$ cat config.mk
export PLATFORM = sky130hd
export DESIGN_NAME = sbox_flat
export DESIGN_NICKNAME = d
export VERILOG_FILES = /design/src/rtl/sbox_if.sv /design/src/rtl/sbox.sv /design/src/flat_wrapper.sv
export SDC_FILE = /design/constraint.sdc
export NUM_CORES = 1
export LEC_CHECK = 0
export ABC_CLOCK_PERIOD_IN_PS = 1500
export CORE_MARGIN = 2
export CORE_UTILIZATION = 45
export CTS_CLUSTER_SIZE = 30
export DETAILED_ROUTE_END_ITERATION = 8
export PLACE_DENSITY = 0.82
export SETUP_SLACK_MARGIN = 0.15
export SLEW_MARGIN = 25
export SYNTH_ARGS = -nofsm -noshare
export SYNTH_HDL_FRONTEND = slang
export SYNTH_SLANG_ARGS = --single-unit
export TNS_END_PERCENT = 5
$ cat constraint.sdc
create_clock -name clk -period 1.5 [get_ports clk]
set_input_delay 0.225 -clock clk [delete_from_list [all_inputs] [get_ports clk]]
set_output_delay 0.225 -clock clk [all_outputs]
set_load 0.1 [all_outputs]
$ cat src/rtl/sbox_if.sv
// sbox_if -- bundles the substitution-layer data signals of sbox.
//
// Signals:
//   inText     32  substitution-layer input word (eight 4-bit lanes)
//   outText    32  combinational forward substitution of inText
//   outInv     32  combinational inverse substitution of inText
//   outText_q  32  registered copy of outText
//   valid_q     1  outText_q holds a substitution result rather than the reset value
//
// Modports:
//   master  the side that supplies inText and observes the results
//   slave   the sbox itself
interface sbox_if;
    logic [31:0] inText;
    logic [31:0] outText;
    logic [31:0] outInv;
    logic [31:0] outText_q;
    logic        valid_q;

    modport master (
        output inText,
        input  outText,
        input  outInv,
        input  outText_q,
        input  valid_q
    );

    modport slave (
        input  inText,
        output outText,
        output outInv,
        output outText_q,
        output valid_q
    );
endinterface

$ cat src/rtl/sbox.sv
// sbox -- 32-bit 4-bit-lane substitution layer.
//
// Eight independent lanes each pass through the same 16-entry table.
// The forward and inverse layers are purely combinational. A registered
// copy of the forward layer is captured every clock edge.
//
// Ports:
//   clk    input   clock, registered outputs update on its rising edge
//   reset  input   synchronous, active-high; clears outText_q and valid_q
//   bus    sbox_if.slave
//          inText (in), outText/outInv (combinational out),
//          outText_q/valid_q (registered out)
module sbox (
    input  logic  clk,
    input  logic  reset,
    sbox_if.slave bus
);

    // Forward lane table.
    function automatic logic [3:0] s_fwd(input logic [3:0] x);
        logic [3:0] s;
        case (x)
            4'h0:    s = 4'hC;
            4'h1:    s = 4'h5;
            4'h2:    s = 4'h6;
            4'h3:    s = 4'hB;
            4'h4:    s = 4'h9;
            4'h5:    s = 4'h0;
            4'h6:    s = 4'hA;
            4'h7:    s = 4'hD;
            4'h8:    s = 4'h3;
            4'h9:    s = 4'hE;
            4'hA:    s = 4'hF;
            4'hB:    s = 4'h8;
            4'hC:    s = 4'h4;
            4'hD:    s = 4'h7;
            4'hE:    s = 4'h1;
            default: s = 4'h2;
        endcase
        return s;
    endfunction

    // Inverse lane table; undoes s_fwd for every nibble.
    function automatic logic [3:0] s_inv(input logic [3:0] x);
        logic [3:0] s;
        case (x)
            4'h0:    s = 4'h5;
            4'h1:    s = 4'hE;
            4'h2:    s = 4'hF;
            4'h3:    s = 4'h8;
            4'h4:    s = 4'hC;
            4'h5:    s = 4'h1;
            4'h6:    s = 4'h2;
            4'h7:    s = 4'hD;
            4'h8:    s = 4'hB;
            4'h9:    s = 4'h4;
            4'hA:    s = 4'h6;
            4'hB:    s = 4'h3;
            4'hC:    s = 4'h0;
            4'hD:    s = 4'h7;
            4'hE:    s = 4'h9;
            default: s = 4'hA;
        endcase
        return s;
    endfunction

    logic [31:0] fwd_word;
    logic [31:0] inv_word;
    logic [31:0] text_q;
    logic        valid_reg;

    // Each lane maps in place; no lane ever sees another lane's bits.
    always_comb begin
        fwd_word = '0;
        inv_word = '0;
        for (int k = 0; k < 8; k++) begin
            fwd_word[4*k +: 4] = s_fwd(bus.inText[4*k +: 4]);
            inv_word[4*k +: 4] = s_inv(bus.inText[4*k +: 4]);
        end
    end

    // Captures every cycle with no enable; reset wins over capture.
    always_ff @(posedge clk) begin
        if (reset) begin
            text_q    <= '0;
            valid_reg <= 1'b0;
        end else begin
            text_q    <= fwd_word;
            valid_reg <= 1'b1;
        end
    end

    assign bus.outText   = fwd_word;
    assign bus.outInv    = inv_word;
    assign bus.outText_q = text_q;
    assign bus.valid_q   = valid_reg;

endmodule

$ cat src/flat_wrapper.sv
// flat-port wrapper written by rule: the top's interface ports become plain ports
module sbox_flat 
  (clk, reset, bus_inText, bus_outText, bus_outInv, bus_outText_q, bus_valid_q);
  sbox_if bus_i ();
  input  logic clk;
  input  logic reset;
  input wire logic [$bits(bus_i.inText)-1:0] bus_inText;
  output wire logic [$bits(bus_i.outText)-1:0] bus_outText;
  output wire logic [$bits(bus_i.outInv)-1:0] bus_outInv;
  output wire logic [$bits(bus_i.outText_q)-1:0] bus_outText_q;
  output wire logic [$bits(bus_i.valid_q)-1:0] bus_valid_q;
  assign bus_i.inText = bus_inText;
  assign bus_outText = bus_i.outText;
  assign bus_outInv = bus_i.outInv;
  assign bus_outText_q = bus_i.outText_q;
  assign bus_valid_q = bus_i.valid_q;
  sbox u_core (.clk(clk), .reset(reset), .bus(bus_i));
endmodule
==> impl_metrics.json, run 1 <==
{
  "synth.most_common_cell": "ha_1",
  "synth-edff-count": 0,
  "ys_seq_elements": 33,
  "synthCells": 409,
  "ys_top_cells_by_area": "ha_1 21%, dfxtp_1 20%, mux4_2 6.1%",
  "stop_stage": "3_5_place_dp",
  "synth_commonest_cells": "56 x ha_1, 38 x a21oi_1, 38 x inv_1",
  "ys_async_sr_fraction_pct": 0,
  "rows": 31,
  "synth_nets": 499,
  "yosysSeqAreaShare_pct": 19.85,
  "numPortBuffers": 130,
  "status": "stopped before the end",
  "die_y_microns": 90,
  "avgSynthCellArea_sq_um": 8.137,
  "ys_types": 32,
  "place.gp.congestion": 1.006,
  "synth_top_area_share_pct": 21.05,
  "ys_warn_count": 0,
  "synth_area_sq_um": 3328,
  "synth_flop_cell": "dfxtp_1",
  "die_w_microns": 90,
  "start_util_pct": 46.13,
  "firstError": "[ERROR DPL-0038] Utilization greater than 100%, impossible to legalize",
  "io_pins": 131,
  "yosysTopAreaCell": "ha_1"
}
==> per-stage QoR <==
step | instances | setup slack, ns | instance area (sq um) | hold slack, ns
floorplan | 409 | -0.3673 | 3946 | 0.4792
global placement | 749 | -0.6561 | 7242 | 0.6910
==> cell families after synthesis <==
logic type	after synthesis	share of synthesized area, %
muxes	19	9.098
adders and majority gates	56	21.05
xor gates and xnor gates	8	2.105
AOI/OAI and AO/OA	134	25.08
and+or+nand+nor	96	15.08
buffers and inverters	63	7.744
DFF	33	19.85
==> inputs of run 2 (changes only) <==
--- a/config.mk
+++ b/config.mk
@@ -7,11 +7,9 @@
 export LEC_CHECK = 0
 export ABC_CLOCK_PERIOD_IN_PS = 1500
 export CORE_MARGIN = 2
-export CORE_UTILIZATION = 45
-export CTS_CLUSTER_SIZE = 30
+export CORE_UTILIZATION = 30
 export DETAILED_ROUTE_END_ITERATION = 8
-export PLACE_DENSITY = 0.82
-export SETUP_SLACK_MARGIN = 0.15
+export PLACE_DENSITY_LB_ADDON = 0.15
 export SLEW_MARGIN = 25
 export SYNTH_ARGS = -nofsm -noshare
 export SYNTH_HDL_FRONTEND = slang
==> run 2 against run 1 <==
Net effect:
- the flow now finishes, with violations (negative setup slack)
- synthesized cell count did not move
- synthesized area did not move
==> impl_metrics.json, run 2 <==
{
  "violations": "negative setup slack",
  "power.leakage_nw": 3.537,
  "synth-edff-count": 0,
  "track_usage_pct": 21.18,
  "p_sw_mw": 3.464,
  "slew_headroom_pct": 62.87,
  "diodes": 0,
  "drt-initial-drc-count": 89,
  "synth_top_area_share_pct": 21.05,
  "hold_violations": 0,
  "io_pins": 131,
  "synth.most_common_cell": "ha_1",
  "cp_data_required_time_ns": 1.27,
  "dp_slack_ns": -0.7093,
  "synth_nets": 499,
  "holdWs_ns": 0.4625,
  "timing.final.crit_period_ns": 1.705,
  "peakVddDrop_mv": 0.6197,
  "ant_nets": 0,
  "synthCells": 409,
  "numCtsBuffers": 5,
  "grt_pass1_wl_mm": 20.43,
  "crit_fanout": 6,
  "synth_area_sq_um": 3328,
  "max_cap_viol_count": 0,
  "critPathCaptureType": "output port",
  "synth-xor-area-share_pct": 2.105,
  "arrival_ns": 1.48,
  "cts_max_level": 2,
  "fin_nets": 773,
  "wl_per_cell_microns": 15.77,
  "synth_mux_area_share_pct": 9.098,
  "clkTransAtPathRegs_ns": 0.07,
  "grt_max_degree": 18,
  "drc": 0,
  "worst_pin_slew_ns": 0.5564,
  "yosysTopAreaCell": "ha_1",
  "coreArea_sq_um": 10840,
  "largest_reg_flops": 32,
  "ys_types": 32,
  "viasPerCell": 5.006,
  "power_frac_comb_pct": 75.0,
  "ys_top_cells_by_area": "ha_1 21%, dfxtp_1 20%, mux4_2 6.1%",
  "crit_type": "in -> out",
  "fin_crit_sh_pct": 113.6,
  "synth_flop_cell": "dfxtp_1",
  "maxSlewViolCount": 0,
  "root_buffer": "clkbuf_8",
  "avgSynthCellArea_sq_um": 8.137,
  "layout_commonest_cell": "buf_4",
  "ys_seq_elements": 33,
  "die_w_microns": 109.3,
  "max_freq_ghz": 0.5867,
  "clock_power_share_pct": 9.9,
  "mostFrequentLayoutCells": "128 x buf_4, 98 x buf_12, 35 x buf_6",
  "die_y_microns": 109.3,
  "drt_wl_total_mm": 12.99,
  "seq_power_share_pct": 15.1,
  "synth_top_family_by_area": "compound AO/OA/AOI/OAI gates",
  "ys_async_sr_fraction_pct": 0,
  "die_area_sq_um": 11950,
  "cts.sinks": 33,
  "final_layout_size_suffix_gt1_share_pct": 67.69,
  "via_count": 4125,
  "synth-simple-area-share_pct": 15.08,
  "grt_remaining_overflow": 0,
  "status": "finished with violations",
  "fillers": 684,
  "synth-compound-area-share_pct": 25.08,
  "synth_commonest_cells": "56 x ha_1, 38 x a21oi_1, 38 x inv_1",
  "first_pass_iters": 4,
  "postCtsHoldBufs": 0,
  "fin_ws_ns": -0.2045,
  "antenna_found_initial": 0,
  "p_per_area_nw_per_um2": 805.0,
  "dpl.hpwl_mm": 9.327,
  "start_util_pct": 30.70,
  "areaGrowthSynthToFinish_pct": 150.4,
  "clock_path_buffers": 2,
  "yosysSeqAreaShare_pct": 19.85,
  "cts_tree": "built",
  "grt_pass1_vias": 4285,
  "place.gp.congestion": 0.8923,
  "ys_warn_count": 0,
  "rows": 38,
  "worstHoldPathType": "in -> reg",
  "switching_share_pct": 51.64,
  "rsz0062_at_grt": "yes",
  "cp-start-kind": "input port",
  "setup_violations": 50,
  "numPortBuffers": 130,
  "p_int_mw": 3.245,
  "synthAdderAreaFrac_pct": 21.05
}
run 2: cell counts after synthesis:
Identical to the previous run, type by type.
run 2: cells by family after synthesis:
family          Yosys count
flops                    33
buf+inv                  63
simple gates             96
mux                      19
xor+xnor                  8
compound gates          134
fa+ha+maj                56
run 2: metal layers:
layer | vias up | routed length [microns] | part of all wire [%] | track usage [%]
met2 | 131 | 6896 | 53 | 39.68
met1 | 1976 | 5078 | 39 | 24.31
met3 | 24 | 774 | 6.0 | 5.039
li1 | 1994 | - | - | -
met4 | 0 | 241 | 1.9 | 4.340
met5 | - | 0 | 0 | 0
run 2: power by group through the flow:
| stage | Clock (mW) | Combinational [mW] | Sequential, mW |
|---|---|---|---|
| finish | 0.665 | 5.03 | 1.01 |
| global route | 0.717 | 5.21 | 1.02 |
| global placement | 0 | 4.67 | 1.03 |
| floorplan | 0 | 2.36 | 1.52 |
| CTS | 0.681 | 4.95 | 1.01 |
| detailed placement | 0 | 4.72 | 1.03 |
run 2: timing repair:
item | 4_1_cts | 5_1_grt
gates cloned | 2 | 0
setup buffers | 11 | 3
setup endpoints to repair | 89 | 62
gates resized for setup | 276 | 55
pin swaps | 44 | 21
run 2: critical path, cell delays in order:
cell	delay, ns
dlygate4sd2_1	0.27
buf_6	0.14
or2_4	0.26
a21boi_4	0.15
o221ai_4	0.23
buf_12	0.21
run 2: cell type report:
cell class / instances / area, sq um / area share [%]
clock buffers: 8 / 80.08 / 0.9608
inverters: 39 / 192.7 / 2.312
flip-flops and latches: 33 / 660.6 / 7.927
well taps: 140 / 175.2 / 2.102
multi-input cells: 313 / 3601 / 43.21
repair buffers: 291 / 3625 / 43.49
run 2: worst paths after layout:
| check | cells past startpoint | start | to |
|---|---|---|---|
| worst max-delay path | 6 | bus_inText[23] | bus_outInv[22] |
| worst min-delay path | 5 | bus_inText[17] | u_core.bus.outText_q[18] |
run 2: metrics by stage:
stage | cell area, sq um | utilization, % | power [mW] | TNS (ns) | std cells
after floorplan | 3928 | - | 3.878 | -11.44 | 409
after global placement | 7350 | 67.80 | 5.703 | -45.70 | 800
after detailed placement | 7350 | 67.80 | 5.752 | -48.10 | 800
after CTS | 8154 | 75.22 | 6.645 | -3.739 | 821
after global routing | 8334 | 76.88 | 6.946 | -5.149 | 824
final | 8334 | 76.88 | 6.709 | -3.109 | 824
Note: power is estimated with default switching activity, not from simulation.
==> inputs of run 3 (changes only) <==
--- a/config.mk
+++ b/config.mk
@@ -10,6 +10,7 @@
 export CORE_UTILIZATION = 30
 export DETAILED_ROUTE_END_ITERATION = 8
 export PLACE_DENSITY_LB_ADDON = 0.15
+export SKIP_LAST_GASP = 1
 export SLEW_MARGIN = 25
 export SYNTH_ARGS = -nofsm -noshare
 export SYNTH_HDL_FRONTEND = slang
==> run 3 against run 2 <==
Net effect:
- the run still ends with negative setup slack left
- routed wire length is 6.0% lower
- global-route usage down 1.0 points
- critical path depth is the same
- clock power shrank 2%
- clock-buffer cell count unchanged
- via count fell by 2.8%
- non-clock buffer count up 4
- first-iteration DRC count increased by 12%
- largest power group unchanged
- highest routed layer unchanged
==> impl_metrics.json, run 3 (same netlist as run 2, synthesis figures left out) <==
{
  "die_w_microns": 109.3,
  "slew_headroom_pct": 64.82,
  "rsz0062_at_grt": "yes",
  "fin_crit_sh_pct": 113.0,
  "grt_pass1_wl_mm": 19.58,
  "rows": 38,
  "place.gp.congestion": 0.8923,
  "track_usage_pct": 20.17,
  "power.leakage_nw": 3.505,
  "max_cap_viol_count": 0,
  "peakVddDrop_mv": 0.6122,
  "diodes": 0,
  "maxSlewViolCount": 0,
  "numCtsBuffers": 5,
  "holdWs_ns": 0.4493,
  "clkTransAtPathRegs_ns": 0.07,
  "crit_type": "in -> out",
  "via_count": 4009,
  "arrival_ns": 1.47,
  "grt_remaining_overflow": 0,
  "grt_pass1_vias": 4145,
  "cp_data_required_time_ns": 1.27,
  "coreArea_sq_um": 10840,
  "min_from": "bus_inText[17]",
  "dpl.hpwl_mm": 9.327,
  "drc": 0,
  "final_layout_size_suffix_gt1_share_pct": 62.94,
  "fin_ws_ns": -0.1948,
  "grt_max_degree": 18,
  "first_pass_iters": 4,
  "dpl-instance-area_sq_um": 7350,
  "mostFrequentLayoutCells": "139 x buf_4, 98 x buf_12, 33 x dfxtp_1",
  "dp_slack_ns": -0.7093,
  "io_pins": 131,
  "placed_cells": 800,
  "wl_per_cell_microns": 14.75,
  "layout_commonest_cell": "buf_4",
  "max_freq_ghz": 0.5901,
  "holdPathEnd": "u_core.bus.outText_q[18]",
  "cts_max_level": 2,
  "antenna_found_initial": 0,
  "numPortBuffers": 130,
  "die_area_sq_um": 11950,
  "cts_tree": "built",
  "post-route-cell-area_sq_um": 8029,
  "hold_violations": 0,
  "violations": "negative setup slack",
  "worst_pin_slew_ns": 0.5271,
  "worstHoldPathType": "in -> reg",
  "cp-start-kind": "input port",
  "fin_nets": 777,
  "timing.final.crit_period_ns": 1.695,
  "critPathCaptureType": "output port",
  "p_per_area_nw_per_um2": 819.5,
  "fin_cells": 828,
  "final_util_pct": 74.07,
  "status": "finished with violations",
  "drt-initial-drc-count": 100,
  "root_buffer": "clkbuf_8",
  "die_y_microns": 109.3,
  "largest_reg_flops": 32,
  "areaGrowthSynthToFinish_pct": 141.2,
  "ant_nets": 0,
  "postCtsHoldBufs": 0,
  "setup_violations": 62,
  "drt_wl_total_mm": 12.21,
  "start_util_pct": 30.70,
  "clock_path_buffers": 2,
  "cts.sinks": 33,
  "viasPerCell": 4.842,
  "hold_path_depth": 5,
  "crit_fanout": 6
}
==> run 3: cell count changes in the layout (fill, tap and decap cells not counted), moves of 8 or more <==
cell     delta
ha_4        -8
buf_6      -12
buf_2       +8
ha_1       +10
buf_4      +11
o21ai_0    +12
==> run 3: routing by layer <==
| layer | global-route usage (%) | vias up | wire length [microns] |
|---|---|---|---|
| met2 | 37.39 | 107 | 6372 |
| met5 | 0 | - | 0 |
| met4 | 3.526 | 0 | 134 |
| met3 | 5.276 | 12 | 732 |
| met1 | 23.44 | 1894 | 4973 |
| li1 | - | 1996 | - |
==> run 3: power by group <==
| part | switching, mW | internal, mW |
|---|---|---|
| Clock | 0.324 | 0.330 |
| Combinational | 3.01 | 1.90 |
| Sequential | 0.0591 | 0.951 |
| Total | 3.40 | 3.18 |
==> run 3: how the worst max path moves through the flow <==
| stage | from | end | cells after the start |
|---|---|---|---|
| 3_5_place_dp | bus_inText[21] | bus_outInv[22] | 7 |
| 2_1_floorplan | bus_inText[21] | bus_outInv[22] | 5 |
| 5_1_grt | bus_inText[21] | bus_outInv[22] | 7 |
| 3_3_place_gp | bus_inText[21] | bus_outInv[22] | 7 |
| 6_report | bus_inText[23] | bus_outInv[22] | 6 |
| 4_1_cts | bus_inText[20] | bus_outInv[22] | 7 |
==> run 3: stage by stage <==
stage,power (mW),setup TNS [ns]
4_1_cts,6.565,-8.860
3_3_place_gp,5.703,-45.70
3_5_place_dp,5.752,-48.10
6_report,6.579,-7.128
2_1_floorplan,3.878,-11.44
5_1_grt,6.831,-10.28
==> run 3: what timing repair did <==
action                                 CTS  global route
setup endpoints to repair               89            63
pin swaps                               23            17
gates cloned                             2             2
resized for setup                      182            41
buffers inserted                        11             5
endpoints found under the hold margin    0             0
==> run 3: worst max-delay path: stages <==
cell	delay, ns
dlygate4sd2_1	0.26
buf_6	0.14
or2_4	0.26
a21boi_4	0.15
o221ai_4	0.22
buf_12	0.20
==> run 3: cell type report <==
class                           instances  area (sq um)
Clock buffer                            8         80.08
Tap cell                              140         175.2
Inverter                               39         175.2
Timing Repair Buffer                  295          3536
Fill cell                             738          2811
Multi-Input combinational cell        313          3402
Sequential cell                        33         660.6
